<file path="src/rtl/stride_selector_pipe.sv">
// stride_selector_pipe: adds a configurable signed stride column to an
// iteration vector. A DIMENSION x NUM_STRIDES stride matrix is loaded
// column-major over conf_bus, then a valid/ready pipeline with one
// register stage produces x_bus + selected stride column.
//
// Optional build macro STRIDE_SELECT_ONEHOT_CHECK_EN:
//   defined   - multi-hot stride_select uses the lowest set column only
//               and raises the sticky sel_error flag.
//   undefined - multi-hot stride_select ORs the selected columns per row;
//               sel_error is tied low.
module stride_selector_pipe #(
  parameter int                    DIMENSION                = 3,
  parameter int                    NUM_STRIDES              = 4,
  parameter int                    ITERATION_VARIABLE_WIDTH = 16,
  parameter int                    MATRIX_ELEMENT_WIDTH     = 8,
  parameter int                    SELECT_WIDTH             = 3,
  parameter logic [SELECT_WIDTH-1:0] SELECT_ID              = 3'b011
) (
  input  logic                                         conf_clk,
  input  logic                                         reset,
  input  logic [MATRIX_ELEMENT_WIDTH-1:0]              conf_bus,
  input  logic [SELECT_WIDTH-1:0]                      sel,
  input  logic                                         conf_restart,
  output logic                                         conf_ack,
  input  logic                                         in_valid,
  output logic                                         in_ready,
  input  logic [DIMENSION*ITERATION_VARIABLE_WIDTH-1:0] x_bus,
  input  logic [NUM_STRIDES-1:0]                       stride_select,
  output logic                                         out_valid,
  input  logic                                         out_ready,
  output logic [DIMENSION*ITERATION_VARIABLE_WIDTH-1:0] ivar_next,
  output logic                                         sel_error
);

  localparam int IVW   = ITERATION_VARIABLE_WIDTH;
  localparam int MEW   = MATRIX_ELEMENT_WIDTH;
  localparam int ROW_W = (DIMENSION   > 1) ? $clog2(DIMENSION)   : 1;
  localparam int COL_W = (NUM_STRIDES > 1) ? $clog2(NUM_STRIDES) : 1;

  typedef enum logic {
    LOAD = 1'b0,
    RUN  = 1'b1
  } state_t;

  state_t             state_q, state_d;
  logic [ROW_W-1:0]   row_q, row_d;
  logic [COL_W-1:0]   col_q, col_d;
  logic               ack_q, ack_d;
  logic               write_en;
  logic [MEW-1:0]     s_q [DIMENSION][NUM_STRIDES];

  logic               xfer;
  logic               out_valid_q;
  logic [DIMENSION*IVW-1:0] ivar_q;
  logic [DIMENSION*IVW-1:0] sum_bus;
  logic [NUM_STRIDES-1:0]   col_mask;
  logic [MEW-1:0]           elem_sel [DIMENSION];

  assign conf_ack  = ack_q;
  assign out_valid = out_valid_q;
  assign ivar_next = ivar_q;
  assign in_ready  = (state_q == RUN) && (!out_valid_q || out_ready);
  assign xfer      = in_valid && in_ready;

  // State, write pointer and acknowledge registers
  always_ff @(posedge conf_clk or negedge reset) begin
    if (!reset) begin
      state_q <= LOAD;
      row_q   <= '0;
      col_q   <= '0;
      ack_q   <= 1'b0;
    end else begin
      state_q <= state_d;
      row_q   <= row_d;
      col_q   <= col_d;
      ack_q   <= ack_d;
    end
  end

  // Load sequencing: column-major pointer walk; restart has priority over a write
  always_comb begin
    state_d  = state_q;
    row_d    = row_q;
    col_d    = col_q;
    ack_d    = ack_q;
    write_en = 1'b0;
    case (state_q)
      LOAD: begin
        if (conf_restart) begin
          row_d = '0;
          col_d = '0;
        end else if (sel == SELECT_ID) begin
          write_en = 1'b1;
          if (row_q == ROW_W'(DIMENSION - 1)) begin
            row_d = '0;
            if (col_q == COL_W'(NUM_STRIDES - 1)) begin
              col_d   = '0;
              state_d = RUN;
              ack_d   = 1'b1;
            end else begin
              col_d = col_q + COL_W'(1);
            end
          end else begin
            row_d = row_q + ROW_W'(1);
          end
        end
      end
      RUN: begin
        if (conf_restart) begin
          state_d = LOAD;
          row_d   = '0;
          col_d   = '0;
          ack_d   = 1'b0;
        end
      end
      default: begin
        state_d = LOAD;
      end
    endcase
  end

  // Stride matrix storage, written only while loading
  always_ff @(posedge conf_clk or negedge reset) begin
    if (!reset) begin
      for (int unsigned r = 0; r < DIMENSION; r++) begin
        for (int unsigned c = 0; c < NUM_STRIDES; c++) begin
          s_q[r][c] <= '0;
        end
      end
    end else if (write_en) begin
      s_q[row_q][col_q] <= conf_bus;
    end
  end

`ifdef STRIDE_SELECT_ONEHOT_CHECK_EN
  // Two's-complement trick isolates the lowest set column
  assign col_mask = stride_select & (~stride_select + NUM_STRIDES'(1));

  logic multi_hot;
  logic sel_error_q;
  assign multi_hot = |(stride_select & (stride_select - NUM_STRIDES'(1)));
  assign sel_error = sel_error_q;

  // Sticky flag for multi-hot selects seen on accepted transfers
  always_ff @(posedge conf_clk or negedge reset) begin
    if (!reset) begin
      sel_error_q <= 1'b0;
    end else if (xfer && multi_hot) begin
      sel_error_q <= 1'b1;
    end
  end
`else
  assign col_mask  = stride_select;
  assign sel_error = 1'b0;
`endif

  // Per-row OR of masked columns (single column when the mask is one-hot)
  always_comb begin
    for (int unsigned r = 0; r < DIMENSION; r++) begin
      elem_sel[r] = '0;
      for (int unsigned c = 0; c < NUM_STRIDES; c++) begin
        if (col_mask[c]) begin
          elem_sel[r] = elem_sel[r] | s_q[r][c];
        end
      end
    end
  end

  // Sign-extend the stride element and add with wraparound; row 0 is the MSB slice
  always_comb begin
    sum_bus = '0;
    for (int unsigned r = 0; r < DIMENSION; r++) begin
      sum_bus[(DIMENSION-r)*IVW-1 -: IVW] =
        x_bus[(DIMENSION-r)*IVW-1 -: IVW] +
        {{(IVW-MEW){elem_sel[r][MEW-1]}}, elem_sel[r]};
    end
  end

  // Output register stage: loads on transfer, drains on out_ready
  always_ff @(posedge conf_clk or negedge reset) begin
    if (!reset) begin
      out_valid_q <= 1'b0;
      ivar_q      <= '0;
    end else if (xfer) begin
      out_valid_q <= 1'b1;
      ivar_q      <= sum_bus;
    end else if (out_ready) begin
      out_valid_q <= 1'b0;
    end
  end

endmodule

</file>
<file path="config.mk">
export PLATFORM = sky130hd
export DESIGN_NAME = stride_selector_pipe
export DESIGN_NICKNAME = d
export VERILOG_FILES = /design/src/rtl/stride_selector_pipe.sv
export SDC_FILE = /design/constraint.sdc
export NUM_CORES = 1
export LEC_CHECK = 0
export ABC_AREA = 1
export BUFFER_PORTS_ARGS = -buffer_cell sky130_fd_sc_hd__buf_2
export CORE_MARGIN = 3
export CORE_UTILIZATION = 55
export DETAILED_ROUTE_END_ITERATION = 8
export PLACE_DENSITY = 0.77
export SETUP_SLACK_MARGIN = 0.3
export SLEW_MARGIN = 25
export SYNTH_ARGS = -nofsm -noshare
export SYNTH_HDL_FRONTEND = slang
export SYNTH_SLANG_ARGS = --single-unit
</file>
<file path="constraint.sdc">
create_clock -name conf_clk -period 4 [get_ports conf_clk]
set_input_delay 0.4 -clock conf_clk [delete_from_list [all_inputs] [get_ports conf_clk]]
set_output_delay 0.4 -clock conf_clk [all_outputs]
set_load 0.01 [all_outputs]
</file>
# Yosys cells after proc, flatten, opt, wreduce, memory -nomap -nowiden
# Index checks and enable logic that the tools add are counted.
dict set report op_classes {
  reduce_logical 10
  eq_ne 10
  n_bitwise 12
  n_mul 0
  add_sub_neg 5
  order_cmp 4
  n_shift 0
  mux 44
  div 0
}
# operator count
set ops {}
lappend ops {{8-bit two-way mux} 13}
lappend ops {{96-bit bitwise mux} 1}
lappend ops {{8-bit bitwise OR} 9}
lappend ops {{32-bit demux with 2-bit select} 1}
lappend ops {{16-bit adder} 3}
lappend ops {{32-bit two-way mux} 1}
lappend ops {{8-bit demux with 2-bit select} 1}
lappend ops {{2-bit two-way mux} 8}
lappend ops {{1-bit two-way mux} 15}
lappend ops {{2-bit != test, second input constant} 5}
lappend ops {{2-bit case mux with 2 select lines} 2}
lappend ops {{3-bit >= comparator, second input constant} 2}
lappend ops {{3-bit by 1-bit < comparator with 1-bit output, second input constant} 2}
lappend ops {{3-bit != test, second input constant} 2}
lappend ops {{2-bit inverter with 3-bit output} 2}
lappend ops {{5-bit AND reduction} 1}
lappend ops {{2-bit by 1-bit adder with 2-bit output, second input constant} 2}
lappend ops {{2-bit == test, second input constant} 2}
lappend ops {{1-bit logical AND} 4}
lappend ops {{1-bit case mux with 2 select lines} 2}
lappend ops {{3-bit by 2-bit == test with 1-bit output, second input constant} 1}
lappend ops {{3-bit AND reduction} 1}
lappend ops {{2-bit AND reduction} 1}
lappend ops {{2-bit nonzero test} 1}
lappend ops {{3 further kinds} 3}
dict set report totals {
  ff_bits 151
  latchBits 0
  rom_bits 0
  mem_count 0
  input_bits 68
  ramBits 0
  out_inout_bits 52
}

# Logic depth before layout (Yosys ltp)
dict set report logic_depth {
  word_depth 8
  ltp_mapped 14
  ltp_nobuf 14
}

# Worst setup path after synthesis
# No wires, ideal clock.
dict set report synth_path {
  kind {input to register}
  start {input stride_select[3]}
  end {register ivar_q[6] (netlist: ivar_next[6])}
  t_arrival_ns 1.972
  cell_stages 12
  slack_ns 1.911
  t_required_ns 3.883
  setup_time_ns 0.117
  cell_sequence {clkbuf_1 nand2_1 nand4_1 ha_1 fa_1 nand2_1 nand2_1 nand3_1 nand2_1 or2_2 nand3_1 nand2_1}
}
dict set report synth_via {
  elab_chain_cells 2
}
# element line_no
set synth_lines {}
lappend synth_lines {{start, declared} 28} ;# input logic [NUM_STRIDES-1:0] stride_select,
lappend synth_lines {{8-bit two-way mux} 162} ;# if (col_mask[c]) begin
lappend synth_lines {{16-bit adder} 174} ;# x_bus[(DIMENSION-r)*IVW-1 -: IVW] +
lappend synth_lines {{end signal, assigned} 186} ;# ivar_q <= sum_bus;
lappend synth_lines {{end, declared} 54} ;# logic [DIMENSION*IVW-1:0] ivar_q;
# Every way passes these cells.
# A chain may end at the register's enable or synchronous reset.

# Final worst setup path
dict set report layout_path {
  start {register s_q[71] (netlist name)}
  end {register ivar_q[44] (netlist: ivar_next[44])}
}
dict set report layout_via {
  elab_chain_cells 3
}
# element line_no
set layout_lines {}
lappend layout_lines {{start, declared} 50} ;# logic [MEW-1:0] s_q [DIMENSION][NUM_STRIDES];
lappend layout_lines {{start signal, assigned by index} 131} ;# s_q[row_q][col_q] <= conf_bus;
lappend layout_lines {{8-bit bitwise OR} 163} ;# elem_sel[r] = elem_sel[r] | s_q[r][c];
lappend layout_lines {{8-bit two-way mux} 162}
lappend layout_lines {{16-bit adder} 174}
# Every way passes these cells.

==> flow_summary.json <==
{
  "power_uw": 4053,
  "swShare_pct": 28.53,
  "yosysWarnings": 0,
  "slowest_stage": "ha_1",
  "finalNonFillerCells": 1559,
  "cpPeakStageDelay_ns": 0.42,
  "yosys_most_used_dff": "dfrtp_1",
  "drv_cap": 0,
  "period_minus_slack_ns": 2.296,
  "skew_ns": 0.004914,
  "drc": 0,
  "p_leak_uw": 0.005778,
  "cts_buffer_depth": 2,
  "fmax_ghz": 0.4355,
  "grt_pass1_vias": 7581,
  "synth_cell_types": 31,
  "crit_buf_inv": 1,
  "outcome": "complete, no violations",
  "pin_count": 120,
  "antenna_found_initial": 1,
  "cp.depth": 12,
  "worstMarginPinSlew_ns": 0.8923,
  "cpMostUsedCell": "nand2_1",
  "yosysSeqAreaShare_pct": 41.87,
  "rsz0062_at_grt": "false",
  "setup_viol": 0,
  "switchingPower_uw": 1156,
  "dp_hpwl_um": 15700,
  "maxSlewHeadroom_pct": 40.51,
  "post-cts-setup-buffer-count": 0,
  "wl_met3_um": 1300,
  "port_buffers": 118,
  "nets": 1453,
  "dp.cells": 1527,
  "met2_length_um": 10110,
  "vias_per_cell": 5.205,
  "die-area_mm2": 0.01798,
  "cts_resized": 0,
  "routed_wirelength_um": 22110,
  "fin_ws_ns": 1.704,
  "synth_top_family_by_area": "simple AND/OR/NAND/NOR gates",
  "min_period_over_period_pct": 57.40,
  "tritoncts": "done",
  "critPathCaptureType": "register",
  "cts_root_buffer": "clkbuf_16",
  "synth-compound-area-share_pct": 8.776,
  "cp.required_ns": 4.31,
  "rows": 46,
  "grt_usage_pct": 25.20,
  "antenna_left": 0,
  "comb_power_share_pct": 18.9,
  "post_drt_wl_per_cell_um": 14.18,
  "clk_pin_slew_ns": 0.06,
  "top_layer_used": "met4",
  "worst_ep_arrival_time_ns": 2.61,
  "fillers": 1419,
  "crit_path_start_kind": "register",
  "ir_drop_mv": 0.3359,
  "place_congestion": 0.9757,
  "powerDensity_mw_per_mm2": 394.5,
  "initial_core_util_pct": 56.61,
  "first_pass_iters": 5,
  "cts.htree.levels": 4,
  "power.internal_uw": 2897,
  "synth-xor-area-share_pct": 1.068,
  "synth.area.mux_share_pct": 0,
  "synth_cells": 1229,
  "netlist_area_mm2": 0.009025,
  "vias": 8115,
  "grt.overflow.total": 0,
  "p_seq_share_pct": 41.8,
  "die_y_um": 134.1,
  "path_cells": "nand2_1 > nand2_1 > nor2_1 > inv_1 > ha_1 > nand2_1 > nor2_1 > nand3_1 > nand3_1 > nand2_1 > nand3_1 > nand2_1",
  "pre_cts_slack_ns": 1.405,
  "worstRegToRegCells": 12,
  "synth_edf_count": 0,
  "drt_iter0_drc": 585,
  "cp_top_family": "simple AND/OR/NAND/NOR gates",
  "cts_buffers": 17,
  "worstSkewPairLatency_ns": 0.42,
  "reg2reg_slack_ns": 1.70,
  "drive_gt1_share_pct": 14.53,
  "critPathKind": "register to register",
  "final-hold-violation-count": 0,
  "synthAdderAreaFrac_pct": 7.875,
  "clock_sinks": 151,
  "core_mm2": 0.01594,
  "pwr-share-clk_pct": 39.3,
  "grt_pass1_wl_um": 36540,
  "synth_area_per_cell_um2": 7.343,
  "syn2layout_area_growth_pct": 13.84,
  "postCtsHoldBufs": 0,
  "fin_tns_setup_ns": 0,
  "ys_ff_latch": 151,
  "hold_class": "input pin to asynchronous set/reset pin",
  "die_w_um": 134.1,
  "syn_nets": 1352,
  "final_max_slew_viol_count": 0,
  "synthSimpleGateAreaFrac_pct": 32.18,
  "cp_max_fo": 9,
  "wl_met1_um": 10330,
  "grt_max_degree": 108,
  "async_flop_share_pct": 100.0
}
[state kept, by name, summed over array words and instances, names as in the netlist]
| signal | count |
|---|---|
| ivar_next | 48 |
| state_q | 1 |
| conf_ack | 1 |
| col_q | 2 |
| out_valid | 1 |
| row_q | 2 |
| s_q | 96 |
[layout by cell type (no fill, tap or decap), types with 2 or more instances in the layout]
| cell | count |
|---|---|
| nor2_1 | 36 |
| buf_4 | 2 |
| inv_1 | 130 |
| clkinv_2 | 4 |
| nand4_1 | 24 |
| fa_1 | 3 |
| a21oi_1 | 26 |
| and2_1 | 5 |
| o21ai_0 | 67 |
| or2_2 | 11 |
| clkbuf_1 | 2 |
| nand3_1 | 53 |
| buf_2 | 117 |
| nand2_2 | 10 |
| o21bai_1 | 2 |
| bufinv_16 | 2 |
| xnor2_1 | 11 |
| clkbuf_8 | 5 |
| nand3b_1 | 8 |
| nor3_1 | 9 |
| nand2_1 | 534 |
| clkbuf_16 | 17 |
| o21ai_1 | 31 |
| nand2_4 | 4 |
| ha_1 | 52 |
| dfrtp_1 | 151 |
| o21ai_2 | 16 |
| nor3_4 | 2 |
[worst paths after layout]
path | start | endpoint
max | s_q[71] | ivar_next[44]
min reg2reg | ivar_next[46] | ivar_next[46]
min in group conf_clk | conf_restart | state_q
max reg2reg | s_q[71] | ivar_next[44]
min | reset | ivar_next[44]
max in group asynchronous | reset | ivar_next[22]
[logic make-up after synthesis]
| group | after synthesis |
|---|---|
| simple gates | 697 |
| fa+ha+maj | 55 |
| xor+xnor | 11 |
| flops | 151 |
| buf+inv | 170 |
| other cells | 1 |
| compound gates | 144 |
[final cells by class]
type / instances / area, µm² / area share (%)
multi-input cells: 908 / 4509 / 43.89
flip-flops and latches: 151 / 3779 / 36.78
repair buffers: 121 / 634.4 / 6.175
inverters: 131 / 494.2 / 4.811
clock buffers: 23 / 488.0 / 4.750
well taps: 216 / 270.3 / 2.631
clock inverters: 8 / 96.34 / 0.9378
diodes: 1 / 2.502 / 0.02436
[metrics by stage]
stage	cell area, µm²	hold WS [ns]	util, %
after floorplan	9025	0.1044	-
after global placement	9684	0.4572	60.74
after detailed placement	9684	0.4599	60.74
after CTS	10270	0.1425	64.41
after global routing	10270	0.1339	64.44
final	10270	0.05533	64.44
[synthesized netlist by cell type (16+ instances only)]
cell | number | area share [%]
nand2_1 | 535 | 22
dfrtp_1 | 151 | 42
clkbuf_1 | 20 | 0.83
ha_1 | 52 | 7.2
nand3_1 | 53 | 2.9
nand4_1 | 24 | 1.7
o21ai_2 | 16 | 1.6
o21ai_1 | 31 | 1.7
o21ai_0 | 67 | 3.7
inv_1 | 130 | 5.4
a21oi_1 | 26 | 1.4
nor2_1 | 36 | 1.5
[power groups by stage]
| stage | logic, µW | clock network, µW | registers [µW] |
|---|---|---|---|
| after floorplan | 475 | 0 | 1740 |
| after global placement | 739 | 0 | 1720 |
| after detailed placement | 762 | 0 | 1720 |
| after CTS | 769 | 1620 | 1690 |
| after global routing | 874 | 1680 | 1710 |
| final | 766 | 1590 | 1690 |
[layer usage]
metal / vias up / global-route usage (%)
met5: - / 0
met4: 0 / 7.636
met3: 29 / 4.839
met2: 219 / 40.01
met1: 3775 / 35.43
li1: 4092 / -
Note: power is estimated with default switching activity, not from simulation.
